$ cat config.mk
export PLATFORM = sky130hd
export DESIGN_NAME = response_builder
export DESIGN_NICKNAME = d
export VERILOG_FILES = /design/src/rtl/response_builder.sv
export SDC_FILE = /design/constraint.sdc
export NUM_CORES = 1
export LEC_CHECK = 0
export CORE_UTILIZATION = 35
export CTS_CLUSTER_DIAMETER = 200
export DETAILED_ROUTE_END_ITERATION = 12
export GPL_TIMING_DRIVEN = 1
export PLACE_DENSITY_LB_ADDON = 0.25
export SLEW_MARGIN = 20
export SYNTH_ARGS = -nofsm -noshare
export SYNTH_HDL_FRONTEND = slang
export SYNTH_SLANG_ARGS = --single-unit
$ cat constraint.sdc
create_clock -name clk -period 3.61 [get_ports clk]
set_input_delay 1.083 -clock clk [delete_from_list [all_inputs] [get_ports clk]]
set_output_delay 1.083 -clock clk [all_outputs]
set_load 0.02 [all_outputs]
$ cat src/rtl/response_builder.sv
`default_nettype none
// ============================================================================
// Module   : response_builder
// Brief    : Averages per-loop TERO oscillation counts, compares loop pairs
//            into a PUF response word and offers it on a valid/ready port.
// Revision : 1.0 - initial release
// ============================================================================
module response_builder #(
    parameter int NUM_LOOPS     = 4,
    parameter int SEL_BITS      = $clog2(NUM_LOOPS-1)+1,
    parameter int COUNT_BITS    = 32,
    parameter int AVG_SHIFT     = 12,
    parameter int AVG_BITS      = 16,
    parameter int RESPONSE_BITS = NUM_LOOPS/2
) (
    input  logic                     clk,
    input  logic                     reset,
    input  logic                     store_response_puf,
    input  logic [SEL_BITS-1:0]      select_puf,
    input  logic [COUNT_BITS-1:0]    counter_value,
    input  logic                     fsm_done,
    output logic [RESPONSE_BITS-1:0] response,
    output logic                     response_valid,
    input  logic                     response_ready,
    output logic                     busy,
    output logic                     error
);

    localparam int c_pair_bits = (RESPONSE_BITS > 1) ? $clog2(RESPONSE_BITS) : 1;
    localparam logic [c_pair_bits-1:0] c_last_pair = c_pair_bits'(RESPONSE_BITS-1);

    typedef enum logic [1:0] {
        S_COLLECT      = 2'd0,
        S_COMPARE      = 2'd1,
        S_OUTPUT       = 2'd2,
        S_WAIT_RELEASE = 2'd3
    } state_t;

    state_t                   r_state;
    state_t                   w_state_next;
    logic [AVG_BITS-1:0]      r_avg [NUM_LOOPS];
    logic [NUM_LOOPS-1:0]     r_captured;
    logic [c_pair_bits-1:0]   r_pair;
    logic [RESPONSE_BITS-1:0] r_response;
    logic                     r_valid;
    logic                     r_error;

    logic [COUNT_BITS-1:0]    w_shifted;
    logic [AVG_BITS-1:0]      w_avg_in;
    logic [NUM_LOOPS-1:0]     w_sel_onehot;
    logic [NUM_LOOPS-1:0]     w_captured_next;
    logic [RESPONSE_BITS-1:0] w_pair_gt;
    logic                     w_in_collect;
    logic                     w_sel_in_range;
    logic                     w_store_ok;
    logic                     w_duplicate;
    logic                     w_incomplete;
    logic                     w_error_set;

    // Averages that do not fit in AVG_BITS saturate instead of wrapping.
    assign w_shifted = counter_value >> AVG_SHIFT;
    assign w_avg_in  = ((w_shifted >> AVG_BITS) != '0) ? '1 : w_shifted[AVG_BITS-1:0];

    generate
        for (genvar i = 0; i < NUM_LOOPS; i++) begin : g_sel
            assign w_sel_onehot[i] = (select_puf == SEL_BITS'(i));
        end
        for (genvar j = 0; j < RESPONSE_BITS; j++) begin : g_pair
            assign w_pair_gt[j] = (r_avg[2*j] > r_avg[2*j+1]);
        end
    endgenerate

    assign w_in_collect    = (r_state == S_COLLECT);
    assign w_sel_in_range  = |w_sel_onehot;
    assign w_store_ok      = w_in_collect & store_response_puf & w_sel_in_range;
    assign w_duplicate     = |(w_sel_onehot & r_captured);
    assign w_captured_next = r_captured | (w_store_ok ? w_sel_onehot : '0);
    assign w_incomplete    = ~&w_captured_next;

    // The completeness check sees a capture landing on the same edge as fsm_done.
    assign w_error_set = (store_response_puf & (~w_in_collect | ~w_sel_in_range | w_duplicate))
                       | (w_in_collect & fsm_done & w_incomplete);

    always_ff @(posedge clk or negedge reset) begin
        if (!reset) begin
            r_state <= S_COLLECT;
        end else begin
            r_state <= w_state_next;
        end
    end

    always_comb begin
        w_state_next = r_state;
        case (r_state)
            S_COLLECT:      if (fsm_done)                  w_state_next = S_COMPARE;
            S_COMPARE:      if (r_pair == c_last_pair)     w_state_next = S_OUTPUT;
            S_OUTPUT:       if (r_valid && response_ready) w_state_next = S_WAIT_RELEASE;
            S_WAIT_RELEASE: if (!fsm_done)                 w_state_next = S_COLLECT;
            default:                                       w_state_next = S_COLLECT;
        endcase
    end

    always_ff @(posedge clk or negedge reset) begin
        if (!reset) begin
            for (int i = 0; i < NUM_LOOPS; i++) r_avg[i] <= '0;
        end else if (w_store_ok) begin
            for (int i = 0; i < NUM_LOOPS; i++) begin
                if (w_sel_onehot[i]) r_avg[i] <= w_avg_in;
            end
        end
    end

    always_ff @(posedge clk or negedge reset) begin
        if (!reset) begin
            r_captured <= '0;
        end else if (r_state == S_WAIT_RELEASE && !fsm_done) begin
            r_captured <= '0;
        end else begin
            r_captured <= w_captured_next;
        end
    end

    always_ff @(posedge clk or negedge reset) begin
        if (!reset) begin
            r_pair <= '0;
        end else if (r_state == S_COMPARE && r_pair != c_last_pair) begin
            r_pair <= r_pair + c_pair_bits'(1);
        end else begin
            r_pair <= '0;
        end
    end

    always_ff @(posedge clk or negedge reset) begin
        if (!reset) begin
            r_response <= '0;
        end else if (r_state == S_COMPARE) begin
            for (int j = 0; j < RESPONSE_BITS; j++) begin
                if (r_pair == c_pair_bits'(j)) r_response[j] <= w_pair_gt[j];
            end
        end
    end

    // Valid rises one cycle after entering OUTPUT, once every pair bit has settled.
    always_ff @(posedge clk or negedge reset) begin
        if (!reset) begin
            r_valid <= 1'b0;
        end else if (r_state == S_OUTPUT) begin
            if (!r_valid) begin
                r_valid <= 1'b1;
            end else if (response_ready) begin
                r_valid <= 1'b0;
            end
        end else begin
            r_valid <= 1'b0;
        end
    end

    always_ff @(posedge clk or negedge reset) begin
        if (!reset) begin
            r_error <= 1'b0;
        end else if (w_error_set) begin
            r_error <= 1'b1;
        end
    end

    assign response       = r_response;
    assign response_valid = r_valid;
    assign busy           = (r_state == S_COMPARE) || (r_state == S_OUTPUT);
    assign error          = r_error;

endmodule
`default_nettype wire

==> run_summary.xml <==
<?xml version="1.0" encoding="UTF-8"?>
<metrics>
  <group name="cts">
    <metric name="ctsRootBufferMaster" unit="">sky130_fd_sc_hd__clkbuf_8</metric>
    <metric name="clkTransAtPathRegs" unit="ns">0.08</metric>
    <metric name="maximum_number_of_buffers_from_clock_root_to_sink" unit="">2</metric>
    <metric name="num_cts_buffers" unit="">9</metric>
    <metric name="clock_latency" unit="ns">0.35</metric>
    <metric name="h-tree-depth" unit="">3</metric>
    <metric name="cts-resized-gates" unit="">0</metric>
    <metric name="post_cts_hold_buffer_count" unit="">0</metric>
    <metric name="tritoncts" unit="">yes</metric>
    <metric name="cts_setup_buffers" unit="">0</metric>
    <metric name="cts_num_sinks" unit="">75</metric>
  </group>
  <group name="pwr">
    <metric name="switching_share" unit="%">36.8</metric>
    <metric name="share_seq_of_total_power" unit="%">40.8</metric>
    <metric name="net-switching-power" unit="mW">1.33</metric>
    <metric name="power.share.combinational" unit="%">39.7</metric>
    <metric name="leakagePower" unit="nW">2.22</metric>
    <metric name="power.total" unit="mW">3.60</metric>
    <metric name="power_frac_clock" unit="%">19.4</metric>
    <metric name="irDropWorstVdd" unit="mV">0.239</metric>
    <metric name="power_per_cell_area" unit="nW/um2">794</metric>
    <metric name="p_int" unit="mW">2.28</metric>
  </group>
  <group name="drt">
    <metric name="detail_route.wl_per_cell" unit="um">13.0</metric>
    <metric name="firstDrtPassIters" unit="">7</metric>
    <metric name="antenna_violation_net_count_after_detailed_routing" unit="">0</metric>
    <metric name="drt-vias-per-instance" unit="">4.78</metric>
    <metric name="routed_wl" unit="um">7400</metric>
    <metric name="vias" unit="">2722</metric>
    <metric name="drc_errors" unit="">0</metric>
    <metric name="iter_0_drt_violations" unit="">78</metric>
  </group>
  <group name="cells_and_area">
    <metric name="fin_area" unit="um2">4540</metric>
    <metric name="layout_overhead_on_the_synthesized_area" unit="%">16.7</metric>
    <metric name="drive_above_1_share" unit="%">10.3</metric>
    <metric name="layout.cells.non_filler" unit="">569</metric>
    <metric name="nets" unit="">501</metric>
    <metric name="antenna_cells" unit="">0</metric>
  </group>
  <group name="placement">
    <metric name="post_dp_cell_area" unit="um2">4320</metric>
    <metric name="post_placement_cell_count" unit="">553</metric>
    <metric name="place_congestion" unit="">0.744</metric>
    <metric name="detail_placement_hpwl" unit="um">5420</metric>
    <metric name="placement.io_buffers" unit="">32</metric>
    <metric name="pre_cts_ws" unit="ns">0.611</metric>
  </group>
  <group name="yosys">
    <metric name="ys_top_cells_by_count" unit="">sky130_fd_sc_hd__dfrtp_1 (75), sky130_fd_sc_hd__nand2_1 (47), sky130_fd_sc_hd__a21oi_1 (46), sky130_fd_sc_hd__nor2_1 (46)</metric>
    <metric name="synth_ff_type" unit="">sky130_fd_sc_hd__dfrtp_1</metric>
    <metric name="synth-edff-count" unit="">0</metric>
    <metric name="post_synth_num_cell_types" unit="">38</metric>
    <metric name="post-synth-top-area-fraction" unit="%">48.3</metric>
    <metric name="netlist.top_cell.by_area" unit="">sky130_fd_sc_hd__dfrtp_1</metric>
    <metric name="synth-seq-cells" unit="">75</metric>
    <metric name="post_synth_instance_area" unit="um2">3890</metric>
    <metric name="ys.warnings.count" unit="">0</metric>
    <metric name="postSynth.asyncResetShare" unit="%">100</metric>
    <metric name="synth.area.top_cells" unit="">sky130_fd_sc_hd__dfrtp_1 (48%), sky130_fd_sc_hd__ha_1 (12%), sky130_fd_sc_hd__a21oi_1 (5.9%), sky130_fd_sc_hd__nor2_8 (5.1%), sky130_fd_sc_hd__nand2_1 (4.5%)</metric>
    <metric name="mappedNetlistNets" unit="">470</metric>
    <metric name="synth_most_common_cell" unit="">sky130_fd_sc_hd__dfrtp_1</metric>
    <metric name="syn-mean-instance-area" unit="um2">9.89</metric>
    <metric name="synthesized_instance_count" unit="">393</metric>
    <metric name="synth_sequential_area_ratio" unit="%">48.3</metric>
  </group>
  <group name="worst_setup_path">
    <metric name="timing.critical_path.from_type" unit="">register</metric>
    <metric name="critical_path_max_stage_delay" unit="ns">0.60</metric>
    <metric name="crit_chain" unit="">inv_1 -&gt; ha_1 -&gt; clkdlybuf4s50_1</metric>
    <metric name="cp.required" unit="ns">2.53</metric>
    <metric name="path_delay_family" unit="">buffers and inverters</metric>
    <metric name="critPathMaxFanout" unit="">4</metric>
    <metric name="critical_path.endpoint_type" unit="">output pin</metric>
    <metric name="cp.buffers_inverters" unit="">2</metric>
    <metric name="setup.worst_path.class" unit="">register to output pin</metric>
    <metric name="cp_data_arrival_time" unit="ns">1.72</metric>
    <metric name="critical_path.slowest_cell" unit="">sky130_fd_sc_hd__clkdlybuf4s50_1</metric>
  </group>
  <group name="global_route">
    <metric name="globalRouteTotalUtil" unit="%">14.6</metric>
    <metric name="grt-ovfl-total" unit="">0</metric>
    <metric name="grt_max_degree" unit="">76</metric>
    <metric name="number_of_antenna_violations_at_the_first_check_in_global_routing" unit="">0</metric>
    <metric name="grt_pass1_wl" unit="um">12800</metric>
    <metric name="grt_pass1_vias" unit="">2678</metric>
  </group>
  <group name="sta">
    <metric name="unrepaired_setup_endpoints_after_global_routing" unit="">false</metric>
    <metric name="finalCriticalPeriod" unit="ns">2.80</metric>
    <metric name="final-max-slew-violation-count" unit="">0</metric>
    <metric name="worstMarginPinSlew" unit="ns">0.951</metric>
    <metric name="finalHoldViolations" unit="">0</metric>
    <metric name="max_freq" unit="MHz">357</metric>
    <metric name="slew_headroom" unit="%">36.6</metric>
    <metric name="worst_skew" unit="ns">0.0142</metric>
    <metric name="timing.final.setup_violations" unit="">0</metric>
    <metric name="setup_tns" unit="ns">0</metric>
    <metric name="final.setup.worst_slack" unit="ns">0.806</metric>
    <metric name="finalCritPeriodShare" unit="%">77.7</metric>
  </group>
  <group name="floorplanning">
    <metric name="rows" unit="">38</metric>
    <metric name="dieWidth" unit="um">107</metric>
    <metric name="design.portCount" unit="">45</metric>
    <metric name="initial_core_util" unit="%">35.9</metric>
    <metric name="floorplan.die.height" unit="um">107</metric>
    <metric name="design.core.area" unit="um2">10800</metric>
    <metric name="die_area" unit="um2">11500</metric>
  </group>
  <group name="run_status">
    <metric name="run_status" unit="">finished clean</metric>
  </group>
  <group name="worst_hold_path">
    <metric name="worstHoldPathType" unit="">register to register</metric>
  </group>
  <group name="run">
    <metric name="maxCapViolCount" unit="">0</metric>
  </group>
</metrics>
## path summary, 6_finish.rpt
| check | startpoint | slack [ns] | end | cells past startpoint |
|---|---|---|---|---|
| setup reg to reg | r_state[1]$_DFFE_PN0P_ | 1.59 | response[0]$_DFFE_PN0P_ | 6 |
| setup / recovery | r_state[0]$_DFFE_PN0P_ | 0.81 | busy | 3 |
| hold reg to reg | r_avg[1]$_DFFE_PN0P_ | 0.49 | r_avg[1]$_DFFE_PN0P_ | 2 |
| hold / removal | r_avg[1]$_DFFE_PN0P_ | 0.49 | r_avg[1]$_DFFE_PN0P_ | 2 |
| min in group asynchronous | reset | 0.88 | r_avg[49]$_DFFE_PN0P_ | 1 |
| max in group asynchronous | reset | 2.11 | response[0]$_DFFE_PN0P_ | 1 |
## tightest hold or removal path, cell delays in order, from the launching register on
cell                      delay (ns)
sky130_fd_sc_hd__dfrtp_1        0.35
sky130_fd_sc_hd__nand2_1        0.06
sky130_fd_sc_hd__o21ai_2        0.05
## cells in the final DEF (no fill, tap or decap), types with 2 or more instances in the layout
cell type	Yosys	layout
sky130_fd_sc_hd__nand2_1	47	47
sky130_fd_sc_hd__clkinv_2	0	3
sky130_fd_sc_hd__clkbuf_8	0	9
sky130_fd_sc_hd__nor3_1	3	3
sky130_fd_sc_hd__clkinv_4	0	2
sky130_fd_sc_hd__ha_1	37	37
sky130_fd_sc_hd__o21ai_0	19	19
sky130_fd_sc_hd__a2111oi_2	2	2
sky130_fd_sc_hd__nor2b_1	5	4
sky130_fd_sc_hd__a21oi_1	46	46
sky130_fd_sc_hd__nor2_8	10	10
sky130_fd_sc_hd__nor2_1	46	46
sky130_fd_sc_hd__buf_4	0	5
sky130_fd_sc_hd__inv_1	37	37
sky130_fd_sc_hd__o211ai_1	2	2
sky130_fd_sc_hd__nand4_1	3	3
sky130_fd_sc_hd__nand3_1	2	2
sky130_fd_sc_hd__clkdlybuf4s50_1	0	31
sky130_fd_sc_hd__o21ai_2	3	3
sky130_fd_sc_hd__a21o_1	2	2
sky130_fd_sc_hd__dfrtp_1	75	75
sky130_fd_sc_hd__bufinv_16	0	2
sky130_fd_sc_hd__o21ai_1	18	18
sky130_fd_sc_hd__a21oi_2	4	4
## sequential cells by signal, summed over array words and instances, names as in the netlist
| register | flops |
|---|---|
| r_state | 2 |
| response_valid | 1 |
| r_pair | 1 |
| r_captured | 4 |
| error | 1 |
| r_avg | 64 |
| response | 2 |
## stage by stage
step	utilization [%]	hold slack (ns)
floorplan	-	0.450
global placement	39.9	0.462
detailed placement	39.9	0.472
CTS	41.9	0.490
global route	41.9	0.510
finish	41.9	0.487
## final cells by class
class                      instances  area, um2
inverter                          37        139
multi-input combinational        265       1780
clock inverter                     7       92.6
timing repair buffer              36        348
tap                              140        175
sequential                        75       1880
fill                            1068       6300
clock buffer                       9        124
## kinds of logic after synthesis
family | count (synthesis) | share of synthesized area, %
compound gates | 103 | 15.3
mux | 1 | 0.579
fa+ha+maj | 37 | 11.9
buf+inv | 53 | 5.98
simple gates | 124 | 18.0
flops | 75 | 48.3
## power by group through the flow
stage / logic (mW) / clock network (mW) / registers (mW)
after floorplan: 1.06 / 0 / 1.45
after global placement: 1.41 / 0 / 1.47
after detailed placement: 1.45 / 0 / 1.49
after CTS: 1.46 / 0.718 / 1.48
after global routing: 1.71 / 0.755 / 1.53
final: 1.43 / 0.700 / 1.47
## routing by layer
layer | vias to the layer above | global-route usage (%) | routed length [um]
li1 | 1386 | - | -
met1 | 1311 | 18.9 | 3500
met2 | 15 | 23.7 | 3650
met3 | 10 | 3.09 | 129
met4 | 0 | 5.58 | 122
met5 | - | 0 | 0
Note: power is estimated with default switching activity, not from simulation.
